<file path="src/rtl/sqsum_if.sv">
// sqsum_if: beat-in / result-out handshake bundle for sqsum_accum.
interface sqsum_if #(
    parameter int SQ_W  = 17,
    parameter int ACC_W = 21
);
    logic             in_valid;
    logic             in_ready;
    logic [SQ_W-1:0]  square;
    logic             out_valid;
    logic             out_ready;
    logic [ACC_W-1:0] out_sum;
    logic             out_ovf;

    modport master (
        output in_valid, square, out_ready,
        input  in_ready, out_valid, out_sum, out_ovf
    );

    modport slave (
        input  in_valid, square, out_ready,
        output in_ready, out_valid, out_sum, out_ovf
    );
endinterface

</file>
<file path="src/rtl/sqsum_accum.sv">
// sqsum_accum: sums N_TERMS squares per window into one handshaked result.
// Define SQSUM_SAT_EN to clamp the accumulator on overflow instead of wrapping.
module sqsum_accum #(
    parameter int SQ_W    = 17,
    parameter int N_TERMS = 16,
    parameter int CNT_W   = 5,
    parameter int ACC_W   = 21
) (
    input logic    clk,
    input logic    rst,
    input logic    clr,
    sqsum_if.slave bus
);
    typedef enum logic {ACCUM, HOLD} state_t;

    state_t           state, state_nxt;
    logic [ACC_W-1:0] acc, acc_nxt, sum_q;
    logic [ACC_W:0]   add;
    logic [CNT_W-1:0] cnt;
    logic             ovf, ovf_nxt, ovf_q, beat, last;

    assign add     = {1'b0, acc} + (ACC_W+1)'(bus.square);
    assign ovf_nxt = ovf | add[ACC_W];
    assign beat    = bus.in_valid & bus.in_ready;
    assign last    = cnt == CNT_W'(N_TERMS - 1);
`ifdef SQSUM_SAT_EN
    // once clamped, every later add carries or adds zero, so it stays clamped
    assign acc_nxt = add[ACC_W] ? '1 : add[ACC_W-1:0];
`else
    assign acc_nxt = add[ACC_W-1:0];
`endif

    always_ff @(posedge clk) begin
        if (rst) state <= ACCUM;
        else     state <= state_nxt;
    end

    always_comb begin
        state_nxt = state == ACCUM ? ((beat && last) ? HOLD : ACCUM)
                                   : (bus.out_ready ? ACCUM : HOLD);
    end

    always_comb begin
        bus.in_ready  = state == ACCUM && !clr;
        bus.out_valid = state == HOLD;
        bus.out_sum   = sum_q;
        bus.out_ovf   = ovf_q;
    end

    always_ff @(posedge clk) begin
        if (rst) begin
            acc   <= '0;
            cnt   <= '0;
            ovf   <= 1'b0;
            sum_q <= '0;
            ovf_q <= 1'b0;
        end else if (state == ACCUM && clr) begin
            acc <= '0;
            cnt <= '0;
            ovf <= 1'b0;
        end else if (beat && last) begin
            sum_q <= acc_nxt;
            ovf_q <= ovf_nxt;
            acc   <= '0;
            cnt   <= '0;
            ovf   <= 1'b0;
        end else if (beat) begin
            acc <= acc_nxt;
            cnt <= cnt + 1'b1;
            ovf <= ovf_nxt;
        end
    end
endmodule

</file>
<file path="src/flat_wrapper.sv">
// flat-port wrapper written by rule: the top's interface ports become plain ports
module sqsum_accum_flat 
#(
    parameter int SQ_W    = 17,
    parameter int N_TERMS = 16,
    parameter int CNT_W   = 5,
    parameter int ACC_W   = 21
)
  (clk, rst, clr, bus_in_valid, bus_square, bus_out_ready, bus_in_ready, bus_out_valid, bus_out_sum, bus_out_ovf);
  sqsum_if #(.SQ_W(SQ_W), .ACC_W(ACC_W)) bus_i ();
  input logic clk;
  input logic rst;
  input logic clr;
  input wire logic [$bits(bus_i.in_valid)-1:0] bus_in_valid;
  input wire logic [$bits(bus_i.square)-1:0] bus_square;
  input wire logic [$bits(bus_i.out_ready)-1:0] bus_out_ready;
  output wire logic [$bits(bus_i.in_ready)-1:0] bus_in_ready;
  output wire logic [$bits(bus_i.out_valid)-1:0] bus_out_valid;
  output wire logic [$bits(bus_i.out_sum)-1:0] bus_out_sum;
  output wire logic [$bits(bus_i.out_ovf)-1:0] bus_out_ovf;
  assign bus_i.in_valid = bus_in_valid;
  assign bus_i.square = bus_square;
  assign bus_i.out_ready = bus_out_ready;
  assign bus_in_ready = bus_i.in_ready;
  assign bus_out_valid = bus_i.out_valid;
  assign bus_out_sum = bus_i.out_sum;
  assign bus_out_ovf = bus_i.out_ovf;
  sqsum_accum #(.SQ_W(SQ_W), .N_TERMS(N_TERMS), .CNT_W(CNT_W), .ACC_W(ACC_W)) u_core (.clk(clk), .rst(rst), .clr(clr), .bus(bus_i));
endmodule
</file>
<file path="config.mk">
export PLATFORM = sky130hd
export DESIGN_NAME = sqsum_accum_flat
export DESIGN_NICKNAME = d
export VERILOG_FILES = /design/src/rtl/sqsum_if.sv /design/src/rtl/sqsum_accum.sv /design/src/flat_wrapper.sv
export SDC_FILE = /design/constraint.sdc
export NUM_CORES = 1
export LEC_CHECK = 0
export ABC_AREA = 1
export CAP_MARGIN = 20
export CELL_PAD_IN_SITES_DETAIL_PLACEMENT = 1
export CELL_PAD_IN_SITES_GLOBAL_PLACEMENT = 1
export CORE_UTILIZATION = 43
export CTS_BUF_LIST = sky130_fd_sc_hd__clkbuf_4 sky130_fd_sc_hd__clkbuf_8
export CTS_CLUSTER_SIZE = 16
export DETAILED_ROUTE_END_ITERATION = 10
export PLACE_DENSITY = 0.95
export SLEW_MARGIN = 20
export SYNTH_ARGS = -nofsm -noshare
export SYNTH_HDL_FRONTEND = slang
export SYNTH_SLANG_ARGS = --single-unit
</file>
<file path="constraint.sdc">
create_clock -name clk -period 3.35 [get_ports clk]
set_clock_uncertainty 0.15 [all_clocks]
set_input_delay 0.5025 -clock clk [delete_from_list [all_inputs] [get_ports clk]]
set_output_delay 0.5025 -clock clk [all_outputs]
set_load 0.02 [all_outputs]
</file>
* Word-level counts from Yosys, hierarchy flattened
Index checks and enable logic that the tools add are counted.
Word-level totals: input bits 22, bits in registers 50, output and inout port bits 24
Cells by class: reduce and logical (&&, ||, !) cells 6, mux-type cells 3, equality and inequality tests 1, bitwise gates (word level) 4, add/subtract/negate cells 2
Operators by type and width (count):
- $add A21 B17 Y22 | 1
- $add A5 B1 Y5 const B | 1
- $eq A5 B4 Y1 const B | 1
- $logic_and A1 B1 Y1 | 3
- $mux W1 | 3
- $reduce_or A3 Y1 | 1
- $not A1 Y1 | 2
- $reduce_and A2 Y1 | 1
- $and A1 B1 Y1 | 1
- $logic_not A1 Y1 | 1
- $or A1 B1 Y1 | 1

* Depth between registers and ports, before layout
Gate-level depths: netlist (run 1).
depth after elaboration 6, mapped depth 14, mapped depth without buffers 14

* Least setup slack after synthesis (run 1)
Ideal clock, no wire load.
path kind input port to flip-flop, start point input bus_square[0], end point register u_core.acc[16], stages on the path 12, setup time 109 ps, path buffers 0, setup slack 1227 ps, data arrival time 1864 ps, cell sequence ha_1 -> fa_1 -> nand3_1 -> nand3_1 -> nand3_1 -> nand2_1 -> nand2_1 -> nand3b_1 -> nand2_1 -> nand2_1 -> nand2_1 -> inv_1
On the way: cells in the longest elaborated chain, start to end 1
RTL lines:
- start, declared | line flat_wrapper.sv:15 | input wire logic [$bits(bus_i.square)-1:0] bus_square;
- $add A21 B17 Y22 | line sqsum_accum.sv:22 | assign add = {1'b0, acc} + (ACC_W+1)'(bus.square);
- end signal, assigned | line sqsum_accum.sv:68 | acc <= acc_nxt;
- end, declared | line sqsum_accum.sv:17 | logic [ACC_W-1:0] acc, acc_nxt, sum_q;
No other way between the ends. A chain may end at the register's enable or synchronous reset.

* Worst setup path after layout (run 1)
start point input bus_square[0], end point register u_core.acc[12]
The elaborated chain is that of the path after synthesis.

==> results.json, run 1 <==
{
  "grt_max_degree": 36,
  "dpl.cell_count": 639,
  "leakagePower_nw": 1.96,
  "cts_sinks": 50,
  "finalHoldViolations": 0,
  "cp_num_buf_inv": 2,
  "cts_resized": 0,
  "cts_buffers": 5,
  "synth-async-reset-ratio": 0,
  "netSwitchingPower_mw": 0.362,
  "yosysSeqAreaShare": 0.314,
  "drt_iter0_markers": 190,
  "dieArea_sq_um": 7760,
  "stdcell_count": 647,
  "antenna_found_initial": 0,
  "postRouteAntennaNets": 0,
  "fmax_mhz": 400,
  "path_class": "in2reg",
  "nets": 589,
  "worst_slew_pin_slew_ns": 0.566,
  "syn_nets": 544,
  "synth_warnings": 0,
  "num_vias": 3259,
  "relSlewSlack": 0.622,
  "endpoint_kind": "flip-flop",
  "post-route-min-period_ns": 2.50,
  "outcome": "complete, no violations",
  "synth_seq_cells": 50,
  "layout_common_cells": "nand2_1 (158), inv_1 (82), nor2_1 (59)",
  "layout_setup_ws_ns": 0.849,
  "initial_core_util": 0.442,
  "worstPathRequired_ns": 3.42,
  "drc": 0,
  "final_common_cell": "nand2_1",
  "cts_buffer_depth": 2,
  "clock_latency_ns": 0.31,
  "overflow": 0,
  "drive_gt1_frac": 0.0328,
  "ctsHoldBuffers": 0,
  "cts_tree": "done",
  "core-area_sq_um": 7210,
  "register_area_sq_um": 1000,
  "die_w_um": 88.1,
  "synth-edff-count": 0,
  "dp_slack_ns": 0.540,
  "yosysTopAreaCell": "dfxtp_1",
  "root_buffer": "clkbuf_8",
  "synth_area_sq_um": 3190,
  "irDropWorstVdd_mv": 0.227,
  "p_comb_frac": 0.166,
  "row_count": 31,
  "track_usage": 0.261,
  "synthCells": 502,
  "grt_first_pass_wirelength_um": 15700,
  "period_share": 0.747,
  "seqPwrFrac": 0.481,
  "post-dp-hpwl_um": 7390,
  "synth.distinct_cells": 31,
  "first_pass_iters": 5,
  "clk_pin_slew_ns": 0.10,
  "critPathLaunchType": "primary input",
  "avgViaCountPerCell": 5.04,
  "path_cells": "clkdlybuf4s50_1, ha_1, fa_1, nand3_1, nand3_1, nand3_1, nand2_1, nand2_1, nand2_1, nand2_1, nand3_1, nand2_1, inv_1",
  "diodes": 0,
  "crit_slowest_cell": "fa_1",
  "crit_arrival_ns": 2.57,
  "syn_avg_cell_area_sq_um": 6.35,
  "cpPeakStageDelay_ns": 0.44,
  "ioPinCount": 46,
  "routedWlPerCell_um": 14.6,
  "htree_num_levels": 2,
  "gp_congestion": 0.870,
  "setup_viol": 0,
  "power-per-cell-area_nw_per_um2": 331,
  "synth.area.top_cells": "dfxtp_1 (31%), nand2_1 (19%), inv_1 (9.7%)",
  "critPathMaxFanout": 4,
  "holdWs_ns": 0.315,
  "rsz0062_at_grt": "false",
  "io_buffers": 45,
  "intPower_mw": 0.905,
  "critPathMostFrequentCell": "nand2_1",
  "tns_ns": 0,
  "min_path_type": "reg2reg",
  "fillers": 1023,
  "clockPowerShare": 0.353,
  "netSwitchingFraction": 0.286,
  "synth_top_area_share": 0.314,
  "dieHeight_um": 88.1,
  "drt_wl_total_um": 9440,
  "finalMaxSlewViolations": 0,
  "drv_cap": 0,
  "ys.flop_type": "dfxtp_1",
  "critPathTopFamily": "simple AND/OR/NAND/NOR gates",
  "syn2layout_area_growth_pct": 20.1,
  "multi_input_area_sq_um": 1800,
  "cts_setup_buffers": 0,
  "grt_pass1_vias": 3408
}
-- per-stage QoR --
step / total power, mW / area (sq um) / utilization
after global routing: 1.32 / 3830 / 0.530
after floorplan: 0.757 / 3190 / -
after detailed placement: 0.831 / 3710 / 0.515
after global placement: 0.820 / 3710 / 0.515
after CTS: 1.27 / 3830 / 0.530
final: 1.27 / 3830 / 0.530
-- cell usage after synthesis, drive strengths merged (2+ instances only) --
cell    instances
nand3b          5
inv            84
a21oi          24
nand2         160
nand3          37
o211ai          2
buf             6
o21a            7
a22o            2
clkbuf          3
o21ai          18
nand4           4
dfxtp          50
nor3            3
nor2           60
o21bai          4
ha             19
xor2            8
or2             2
-- area by class of cell --
type                       count  share of cell area
multi-input combinational    358               0.470
tap                           99              0.0324
timing repair buffer          47               0.122
sequential                    50               0.262
clock inverter                 3              0.0114
inverter                      85              0.0847
clock buffer                   5              0.0180
-- power by group through the flow --
| stage | logic, mW | clock network (mW) | registers (mW) |
|---|---|---|---|
| after global routing | 0.236 | 0.478 | 0.610 |
| after floorplan | 0.136 | 0 | 0.621 |
| after detailed placement | 0.208 | 0 | 0.623 |
| after CTS | 0.210 | 0.453 | 0.609 |
| after global placement | 0.198 | 0 | 0.622 |
| final | 0.210 | 0.448 | 0.609 |
-- path summary, 6_finish.rpt --
path | start | end | slack, ns | cells after the start
setup / recovery | bus_square[0] | u_core.acc[12]$_SDFFE_PP0P_ | 0.85 | 13
hold / removal | u_core.bus.out_sum[17]$_SDFFE_PP0P_ | u_core.bus.out_sum[17]$_SDFFE_PP0P_ | 0.32 | 2
setup reg to reg | u_core.cnt[0]$_SDFFE_PP0P_ | u_core.acc[20]$_SDFFE_PP0P_ | 1.07 | 11
hold reg to reg | u_core.bus.out_sum[17]$_SDFFE_PP0P_ | u_core.bus.out_sum[17]$_SDFFE_PP0P_ | 0.32 | 2
-- cell families (layout without fill, tap and decap cells) --
group,Yosys count,count (layout),share of synthesized area
flip-flops,50,50,0.314
adder cells (fa/ha/maj),20,20,0.0809
XOR/XNOR,9,9,0.0247
AO/OA/AOI/OAI,57,57,0.102
buffers and inverters,94,140,0.121
AND/OR/NAND/NOR,272,272,0.357
-- worst reg2reg max path, cell delays in order, from the launching register on --
cell     delay, ns
dfxtp_1       0.34
ha_1          0.22
nand2_1       0.07
nor2_1        0.04
ha_1          0.18
nand2_2       0.23
nand2_1       0.11
inv_2         0.21
nand2_4       0.25
a21oi_1       0.24
nand2_1       0.11
inv_1         0.08
-- state kept, by name, summed over array words and instances, names as in the netlist --
signal and flops:
u_core.bus.out_ovf 1, u_core.acc 21, u_core.bus.out_sum 21, u_core.cnt 5
u_core.bus.out_valid 1, u_core.ovf 1
-- routing by layer --
metal  GRT usage  vias up  share of wire
li1            -     1647              -
met5           0        -              0
met1       0.315     1531           0.43
met2       0.480       67           0.52
met3      0.0368       14          0.031
met4      0.0792        0          0.017
No activity file was read; power rests on OpenSTA's default activity.
==> inputs of run 2 (changes only) <==
- CORE_UTILIZATION: 43 -> 39
- PLACE_DENSITY: 0.95 -> 0.88
- clock period: 3.35 -> 2.6 ns (I/O delays scaled with it)
==> run 2 against run 1 <==
Net effect: power rose by 24%; critical path type unchanged; core utilization shrank 3.1 points; critical endpoint is now u_core.acc[16]$_SDFFE_PP0P_; non-clock buffer count rose by 11.
==> results.json, run 2 (synthesis results as in run 1) <==
{
  "outcome": "complete, no violations",
  "grt_max_degree": 27,
  "cts_resized": 0,
  "clk_pin_slew_ns": 0.09,
  "stdcell_area_sq_um": 3890,
  "r2r_end": "u_core.acc[16]$_SDFFE_PP0P_",
  "finalMaxSlewViolations": 0,
  "cts_buffers": 5,
  "drt_wl_total_um": 9460,
  "diodes": 0,
  "min_path_type": "reg2reg",
  "min_from": "u_core.bus.out_sum[17]$_SDFFE_PP0P_",
  "num_vias": 3314,
  "worst_slew_pin_slew_ns": 0.558,
  "crit_arrival_ns": 2.35,
  "hold_depth": 2,
  "endpoint_kind": "flip-flop",
  "gp_congestion": 0.917,
  "path_class": "in2reg",
  "grt_first_pass_wirelength_um": 16300,
  "die_w_um": 92.4,
  "layout_common_cells": "nand2_1 (158), inv_1 (82), nor2_1 (59)",
  "ctsHoldBuffers": 0,
  "critPathLaunchType": "primary input",
  "dieArea_sq_um": 8540,
  "avgViaCountPerCell": 5.01,
  "drv_cap": 0,
  "htree_num_levels": 2,
  "setup_viol": 0,
  "holdWs_ns": 0.306,
  "whs_endpoint": "u_core.bus.out_sum[17]$_SDFFE_PP0P_",
  "clock_latency_ns": 0.32,
  "power-per-cell-area_nw_per_um2": 402,
  "initial_core_util": 0.408,
  "track_usage": 0.240,
  "row_count": 32,
  "postRouteAntennaNets": 0,
  "cts_sinks": 50,
  "post-route-util": 0.499,
  "irDropWorstVdd_mv": 0.247,
  "rsz0062_at_grt": "false",
  "stdcell_count": 661,
  "power.total_mw": 1.57,
  "period_share": 0.876,
  "cts_tree": "done",
  "cts_setup_buffers": 0,
  "post_dp_cell_area_sq_um": 3800,
  "dpl.cell_count": 653,
  "leakagePower_nw": 2.01,
  "r2r_slack_ns": 0.50,
  "dp_slack_ns": -0.0340,
  "core-area_sq_um": 7810,
  "r2r-start": "u_core.acc[0]$_SDFFE_PP0P_",
  "worstPathRequired_ns": 2.68,
  "layout_setup_ws_ns": 0.323,
  "grt_pass1_vias": 3674,
  "post-dp-hpwl_um": 7400,
  "nets": 600,
  "routedWlPerCell_um": 14.3,
  "overflow": 0,
  "relSlewSlack": 0.628,
  "dieHeight_um": 92.4,
  "critPathMaxFanout": 3,
  "antenna_found_initial": 0,
  "drive_gt1_frac": 0.0519,
  "first_pass_iters": 4,
  "io_buffers": 45,
  "finalHoldViolations": 0,
  "drc": 0,
  "ioPinCount": 46,
  "cts_buffer_depth": 2,
  "drt_iter0_markers": 119,
  "tns_ns": 0,
  "syn2layout_area_growth_pct": 22.2,
  "fillers": 1079,
  "post-route-min-period_ns": 2.28,
  "rr_worst_depth": 12,
  "root_buffer": "clkbuf_8",
  "fmax_mhz": 439,
  "final_common_cell": "nand2_1"
}
==> run 2: layout make-up <==
class                   count  area (sq um)  area share
repair buffers             58           548       0.141
clock buffers               6          82.6      0.0212
multi-input cells         358          1800       0.462
inverters                  85           324      0.0832
clock inverters             2          12.5     0.00321
well taps                 102           128      0.0328
flip-flops and latches     50          1000       0.257
==> run 2: power by group <==
part	total (mW)	internal, mW	switching, mW
Clock	0.503	0.215	0.289
Combinational	0.279	0.107	0.172
Sequential	0.784	0.777	0.00765
==> run 2: worst max-delay path: stages <==
cell and delay [ns]:
clkdlybuf4s50_1 0.41, ha_1 0.24, fa_1 0.40, nand3_1 0.10, nand3_1 0.12, nand3_1 0.11, nand2_1 0.15, nand2_1 0.13
nand3b_1 0.08, nand2_1 0.09, nand2_1 0.05, nand2_1 0.06, inv_1 0.03
==> run 2: how the worst max path moves through the flow <==
stage | cells after the start | startpoint | slack [ns] | end
floorplan | 12 | bus_square[0] | 0.59 | u_core.acc[16]$_SDFFE_PP0P_
global placement | 13 | bus_square[0] | 0.07 | u_core.acc[14]$_SDFFE_PP0P_
detailed placement | 13 | bus_square[0] | -0.03 | u_core.bus.out_sum[12]$_SDFFE_PP0P_
CTS | 13 | bus_square[0] | 0.29 | u_core.bus.out_sum[12]$_SDFFE_PP0P_
global route | 13 | bus_square[0] | 0.12 | u_core.bus.out_sum[12]$_SDFFE_PP0P_
finish | 13 | bus_square[0] | 0.32 | u_core.acc[16]$_SDFFE_PP0P_
==> run 2: layer usage <==
metal / share of wire / global-route usage / vias up
met5: 0 / 0 / -
li1: - / - / 1668
met1: 0.44 / 0.276 / 1563
met3: 0.037 / 0.0501 / 22
met2: 0.49 / 0.430 / 61
met4: 0.024 / 0.0951 / 0
